==> src/rtl/led_pattern_ctrl.sv <==
// led_pattern_ctrl: two debounced push-buttons select and freeze one of four 8-bit LED patterns
// stepped by a divided tick (blink, bouncing scan, binary count, fill).
module led_pattern_ctrl #(
   parameter logic [26:0] TICK_DIV  = 27'd12499999,
   parameter logic [21:0] DB_CYCLES = 22'd2500000
) (
   input  logic       clk,
   input  logic       rst_n,
   input  logic       btn_mode,
   input  logic       btn_pause,
   output logic [7:0] led,
   output logic [1:0] mode,
   output logic       paused
);
   // Button vectors are indexed [0] = mode, [1] = pause.
   logic [1:0]       meta_q, sync_q, db_q, db_d, press;
   logic [1:0][21:0] cnt_q, cnt_d;
   logic [26:0]      tick_cnt_q, tick_cnt_d;
   logic [7:0]       led_q, led_d, step;
   logic [1:0]       mode_q, mode_d;
   logic             paused_q, paused_d, dir_up_q, dir_up_d, tick, end_hit;

   always_comb begin
      db_d  = db_q;
      cnt_d = '0;
      for (int b = 0; b < 2; b++)
         if (sync_q[b] != db_q[b]) begin
            if (cnt_q[b] == DB_CYCLES - 22'd1) db_d[b] = sync_q[b];
            else cnt_d[b] = cnt_q[b] + 22'd1;
         end
      press = db_d & ~db_q;
   end

   // A mode press reloads the pattern and restarts the tick period, discarding any coincident tick.
   always_comb begin
      tick       = ~paused_q & (tick_cnt_q == TICK_DIV);
      end_hit    = dir_up_q ? led_q[7] : led_q[0];
      step       = mode_q == 2'd0 ? ~led_q
                 : mode_q == 2'd1 ? ((dir_up_q ^ end_hit) ? {led_q[6:0], 1'b0} : {1'b0, led_q[7:1]})
                 : mode_q == 2'd2 ? led_q + 8'd1
                 : &led_q ? 8'h00 : {led_q[6:0], 1'b1};
      mode_d     = mode_q + {1'b0, press[0]};
      led_d      = press[0] ? {7'd0, mode_d == 2'd1} : tick ? step : led_q;
      dir_up_d   = press[0] | (dir_up_q ^ (tick & (mode_q == 2'd1) & end_hit));
      tick_cnt_d = (press[0] | tick) ? '0 : paused_q ? tick_cnt_q : tick_cnt_q + 27'd1;
      paused_d   = paused_q ^ press[1];
   end

   always_ff @(posedge clk or negedge rst_n) begin
      if (!rst_n) begin
         meta_q     <= '0;
         sync_q     <= '0;
         db_q       <= '0;
         cnt_q      <= '0;
         tick_cnt_q <= '0;
         led_q      <= '0;
         mode_q     <= '0;
         paused_q   <= 1'b0;
         dir_up_q   <= 1'b1;
      end else begin
         meta_q     <= {btn_pause, btn_mode};
         sync_q     <= meta_q;
         db_q       <= db_d;
         cnt_q      <= cnt_d;
         tick_cnt_q <= tick_cnt_d;
         led_q      <= led_d;
         mode_q     <= mode_d;
         paused_q   <= paused_d;
         dir_up_q   <= dir_up_d;
      end
   end

   assign led    = led_q;
   assign mode   = mode_q;
   assign paused = paused_q;
endmodule

==> config.mk <==
export PLATFORM = sky130hd
export DESIGN_NAME = led_pattern_ctrl
export DESIGN_NICKNAME = d
export VERILOG_FILES = /design/src/rtl/led_pattern_ctrl.sv
export SDC_FILE = /design/constraint.sdc
export NUM_CORES = 1
export LEC_CHECK = 0
export CAP_MARGIN = 20
export CORE_MARGIN = 2
export CORE_UTILIZATION = 47
export CTS_CLUSTER_SIZE = 20
export DETAILED_ROUTE_END_ITERATION = 6
export GPL_TIMING_DRIVEN = 0
export SETUP_SLACK_MARGIN = 0.3
export SYNTH_ARGS = -nofsm -noshare
export SYNTH_HDL_FRONTEND = slang
export SYNTH_SLANG_ARGS = --single-unit
export TNS_END_PERCENT = 50
==> constraint.sdc <==
create_clock -name clk -period 2.82 [get_ports clk]
set_clock_uncertainty 0.15 [all_clocks]
set_input_delay 0.423 -clock clk [delete_from_list [all_inputs] [get_ports clk]]
set_output_delay 0.423 -clock clk [all_outputs]
set_load 0.01 [all_outputs]
==> results by group, run 1 <==
Logic synthesis
  – Post-synthesis mux area share: 0.01347
  – Post-Synth XOR/XNOR Area: 0.09431
  – Post-synthesis cell count: 533
  – Sequential area share after synthesis: 0.4527
  – Synthesized area: 4922 um2
  – EDFF count, synth: 0
  – Syn_area_per_cell: 9.235 um2
  – Cell taking the most area after synthesis: dfrtp_1
  – Top_reg_cell synth: dfrtp_1
  – Synth top area cells: dfrtp_1, nor2_1, xor2_1
  – Compound-Gate Fraction of Synth Area: 0.1050
  – Async set-reset flop share out of synthesis: 1.000
  – Synth Area in Simple Gates: 0.2966
  – Post-synth top area share: 0.4474
  – Combinational family with the most area after synthesis: simple AND/OR/NAND/NOR gates
  – Post-synthesis adder-cell area fraction: 0.01271
  – YS warnings: 0
  – Synthesis-stage register bit count: 89
  – Distinct cells, synth: 55
  – Post-synth net total: 542

STA
  – Tmin final: between 2 and 2.5 ns
  – Finish-stage setup viols: 0
  – Worst Tran Pin Value: 0.7830 ns
  – Unrepaired setup endpoints after global routing: true
  – Peak Freq: 0.4206 GHz
  – Slew margin rel.: 0.4732
  – Final clock period utilization by the worst path: 0.8431
  – Fin Setup TNS: 0 ns
  – Slew Viols, Final: 0
  – Final Worst Setup Slack: 0.4423 ns
  – Hold Fails Final Rpt: 0
  – Fin Hold WS: 0.2081 ns

Detailed routing
  – DRC viols: 1
  – Drt pass-1 iters: 7
  – Post-route ant nets: 0
  – Routed WL: 10580 um
  – Via density per instance: 5.816
  – Iteration-0 DRC count of the detailed router: roughly 190
  – Via count: roughly 4100
  – DR WL/cell: 15.08 um

Floorplanning
  – Core ar.: 10230 um2
  – Die area: 11310 um2
  – Ports: 15
  – Die Span X: 106.3 um
  – Die Ht: approximately 110 um
  – Initial core utilization: 0.4811
  – Row cnt: 37

Run status
  – Failing checks: design-rule violations
  – Status: complete, but fails checks

GRT
  – First-pass GRT wire length: ~19000 um
  – Vias in the first global route: 3986
  – GRT overflow: 0
  – Initial antenna violation count: 0
  – Largest net degree at the start of global routing: 70
  – Gr usage total: 0.2032

Clock network
  – Clock buffer depth: 2
  – CTS tree: yes
  – Later-pin clock latency in the skew report: 0.36 ns
  – Max H-tree Level: 3
  – Worst-path clk slew: 0.10 ns
  – Clock Tree Root: clkbuf_8
  – Inserted Clock Buffers: 9
  – Clock Sink Count: 89

Placed design
  – Pre-CTS setup slack: 0.1531 ns
  – # port buffers: 14
  – Area of placed instances: between 5000 and 6000 um2
  – Placer congestion estimate: 0.9090
  – HPWL Detailed: 7458 um

Layout
  – Layout net count: 570
  – Fin area: 5484 um2
  – Antenna cells: 0
  – Area growth syn-to-layout: 11.41%
  – Share of layout cells above drive strength 1: 0.07597
  – Most common cell after layout, fill and taps aside: dfrtp_1
  – Most frequent cells in the layout: dfrtp_1, nor2_1, nand3_1

Worst setup path
  – CP Max Fanout: 10
  – CP required: slightly below 3 ns
  – Startpoint Class: register
  – Critical path type: reg2reg
  – Crit path DAT: 2.52 ns
  – Critical path endpoint category: register

Hold path
  – Hold/Removal Path Class: reg2reg

Pwr
  – Power per standard cell area: approximately 390 nW/um2
  – Maximum vdd drop: 0.2163 mV
  – Static Leak: 2.173 nW

Job
  – Max-capacitance violation count: 0
synth_stat cells (all sizes together) (11+ instances only):
| cell type | instances |
|---|---|
| xnor2 | 24 |
| o31ai | 11 |
| nand4 | 24 |
| or4 | 13 |
| dfrtp | 88 |
| and3 | 13 |
| clkbuf | 22 |
| nand3 | 40 |
| a21oi | 28 |
| nor3 | 12 |
| nor2 | 69 |
| or3 | 14 |
| xor2 | 29 |
| o21ai | 21 |
| nand2 | 36 |
repair_timing:
action / CTS / global route
endpoints found under the hold margin: 20 / 0
hold buffers: 1 / 0
endpoints found under the setup margin: 27 / 49
setup buffers: 0 / 1
pin swaps: 0 / 2
resized for setup: 5 / 16
sequential cells by signal, summed over array words and instances, names as in the netlist:
register    flops
cnt_q          44
db_q            2
dir_up_q        1
led             8
meta_q          2
mode            2
paused          1
sync_q          2
tick_cnt_q     27
metal layers:
layer	track usage	vias to the layer above	routed length, um
li1	-	2000	-
met1	0.2886	1989	5321
met4	0.07237	0	165
met3	0.02943	16	335
met5	0	-	0
met2	0.3173	78	4761
final cells by class:
type | instances | area (um2)
clock buffers | 12 | 135.1
fillers | 981 | 4747
inverters | 7 | 26.28
multi-input cells | 413 | 2603
clock inverters | 4 | 30.03
plain buffers | 24 | 107.6
flip-flops and latches | 89 | 2230
repair buffers | 17 | 182.7
well taps | 136 | 170.2
kinds of logic (layout without fill, tap and decap cells):
group,after synthesis,count (layout)
XOR/XNOR,53,53
AND/OR/NAND/NOR,269,269
AO/OA/AOI/OAI,81,81
multiplexers,5,5
buffers and inverters,31,64
adder cells (fa/ha/maj),5,5
flip-flops,89,89
where the power goes:
| group | switching [mW] | internal [mW] | leakage [nW] | total (mW) |
|---|---|---|---|---|
| registers | 0.00936 | 1.28 | 1.21 | 1.29 |
| clock network | 0.452 | 0.324 | 0.0805 | 0.775 |
| logic | 0.0427 | 0.0188 | 0.883 | 0.0615 |
| total | 0.504 | 1.63 | 2.17 | 2.13 |
stage by stage:
stage                     cells  power, mW  utilization
final                       702      2.131       0.5360
after global placement      683      1.377       0.5114
after detailed placement    684      1.382       0.5139
after global routing        702      2.235       0.5360
after CTS                   701      2.172       0.5333
after floorplan             533      1.339            -
path summary, 6_finish.rpt:
path	to	start	depth (start not counted)	slack (ns)
worst max-delay path	tick_cnt_q[20]	cnt_q[12]	6	0.44
max in group asynchronous	dir_up_q	rst_n	3	1.50
worst max register to register	tick_cnt_q[20]	cnt_q[12]	6	0.44
worst min register to register	sync_q[0]	meta_q[0]	0	0.21
min in group asynchronous	tick_cnt_q[19]	rst_n	2	0.34
worst min-delay path	sync_q[0]	meta_q[0]	0	0.21
worst max-delay path, stage by stage (launching register included):
cell and delay, ns:
dfrtp_1 0.44, or4_4 0.57, nor2_4 0.16, a31oi_2 0.15, buf_6 0.18, or4_1 0.51, a21oi_1 0.16
Power figures use the tool's default switching activity.
==> run 2, diff against run 1 <==
- PLACE_DENSITY: default -> 0.66
- clock period: 2.82 -> 2 ns (I/O delays scaled with it)
==> run 2 against run 1 <==
  * The flow finishes with violations (negative setup slack)
  * Clock-buffer cell count is 3 lower
  * Via count is 6.7% higher
  * Global-route usage is 1.4 points higher
  * Critical path depth stayed put
  * Die area stayed put
  * Utilization is 9.0 points higher
  * Hold slack worse by 0.0027 ns
  * Clock power is 55% higher
  * Setup slack worse by 0.73 ns
  * First-iteration DRC count is 42% higher
  * Total power is 49% higher
  * Wire length is 15% higher
  * Largest power group unchanged
==> results by group, run 2 (synthesis gave the netlist of run 1 again) <==
Run status
  – Status: complete, but fails checks
  – Failing checks: negative setup slack

Floorplanning
  – Die Span X: 106.3 um
  – Ports: 15
  – Row cnt: 37
  – Die area: 11310 um2
  – Core ar.: 10230 um2
  – Die Ht: 106.3 um
  – Initial core utilization: 0.4811

Clock network
  – Clock Tree Root: clkbuf_8
  – Worst-path clk slew: 0.10 ns
  – CTS tree: yes
  – Clock buffer depth: 2
  – Inserted Clock Buffers: 9
  – Later-pin clock latency in the skew report: 0.38 ns
  – Max H-tree Level: 3
  – Clock Sink Count: 89

Placed design
  – Placed insts: between 600 and 700
  – Pre-CTS setup slack: -0.4714 ns
  – HPWL Detailed: 7477 um
  – Area of placed instances: 5316 um2
  – # port buffers: 14
  – Placer congestion estimate: ~0.90

Hold path
  – Hold/Removal Path Class: reg2reg

STA
  – Unrepaired setup endpoints after global routing: true
  – Slew margin rel.: 0.6638
  – Final Worst Setup Slack: -0.2863 ns
  – Final clock period utilization by the worst path: 1.143
  – Slew Viols, Final: 0
  – Tmin final: 2.286 ns
  – Worst Tran Pin Value: 0.5044 ns
  – Finish-stage setup viols: 57
  – Fin Hold WS: roughly 0.21 ns
  – Peak Freq: around 0.44 GHz
  – Hold Fails Final Rpt: 0

Worst setup path
  – Critical path type: reg2reg
  – Startpoint Class: register
  – CP required: 2.16 ns
  – CP Max Fanout: 5
  – Crit path DAT: between 2 and 2.5 ns
  – Critical path endpoint category: register

Layout
  – Layout net count: 613
  – Register name with the most flops: cnt_q
  – Post-Layout Cell Count: 745
  – Share of layout cells above drive strength 1: 0.2906
  – Fin util: 0.6265
  – Most frequent cells in the layout: dfrtp_1, nor2_1, nand3_1
  – Area growth syn-to-layout: 30.22%
  – Most common cell after layout, fill and taps aside: dfrtp_1
  – Fin area: 6410 um2
  – Antenna cells: 0
  – Largest register FFs: 44

Detailed routing
  – Drt pass-1 iters: 5
  – Routed WL: 12170 um
  – DR WL/cell: 16.34 um
  – Via density per instance: around 6
  – Post-route ant nets: 0
  – DRC viols: 0
  – Iteration-0 DRC count of the detailed router: 272
  – Via count: 4356

Pwr
  – Maximum vdd drop: 0.4831 mV
  – Power per standard cell area: 494.8 nW/um2
  – Static Leak: 2.598 nW

GRT
  – Vias in the first global route: 4131
  – Gr usage total: 0.2169
  – Initial antenna violation count: 0
  – GRT overflow: 0
  – First-pass GRT wire length: 19770 um
  – Largest net degree at the start of global routing: 55

Job
  – Max-capacitance violation count: 0
[run 2: final timing paths]
check / slack [ns] / to / cells past startpoint / start
min in group asynchronous: 0.28 / tick_cnt_q[18] / 2 / rst_n
min: 0.21 / sync_q[1] / 0 / meta_q[1]
max in group asynchronous: 0.78 / cnt_q[28] / 3 / rst_n
min reg2reg: 0.21 / sync_q[1] / 0 / meta_q[1]
max: -0.29 / tick_cnt_q[11] / 6 / cnt_q[6]
max reg2reg: -0.29 / tick_cnt_q[11] / 6 / cnt_q[6]
[run 2: where the power goes]
part           internal [mW]  total (mW)  switching [mW]  leakage [nW]
registers               1.81        1.83          0.0136          1.20
clock network          0.478        1.20           0.721        0.0969
logic                 0.0644       0.146          0.0820          1.30
total                   2.35        3.17           0.817          2.60
[run 2: cell type report]
| type | count | area, um2 |
|---|---|---|
| Fill cell | 824 | 3821 |
| Multi-Input combinational cell | 413 | 3029 |
| Sequential cell | 89 | 2240 |
| Timing Repair Buffer | 60 | 536.8 |
| Buffer | 24 | 224.0 |
| Tap cell | 136 | 170.2 |
| Clock buffer | 9 | 123.9 |
| Clock inverter | 7 | 60.06 |
| Inverter | 7 | 26.28 |
[run 2: metrics by stage]
stage / total power [mW] / setup TNS [ns]
global placement: 1.944 / -266.49
floorplan: 1.892 / -2.722
CTS: 3.208 / -6.287
global route: 3.294 / -13.42
finish: 3.171 / -9.462
detailed placement: 1.953 / -20.21
[run 2: critical path, cell delays in order (launching register included)]
cell and delay (ns):
dfrtp_1 0.41, or4_4 0.56, nor2_4 0.16, a31oi_4 0.16, buf_6 0.18, or4_4 0.47, a21oi_2 0.12
[run 2: routing by layer]
layer  part of all wire  vias up  global-route usage
met5                  0        -                   0
met1               0.45     2152              0.2838
met2               0.49      103              0.3599
met4              0.013        0             0.06767
met3              0.046       15             0.04721
li1                   -     2086                   -
[run 2: what timing repair did]
action | CTS | global route
setup buffers | 27 | 13
gates resized for setup | 100 | 53
pin swaps | 41 | 16
cloned | 4 | 0
hold endpoints to repair | 34 | 0
hold buffers | 1 | 0
setup endpoints to repair | 95 | 85
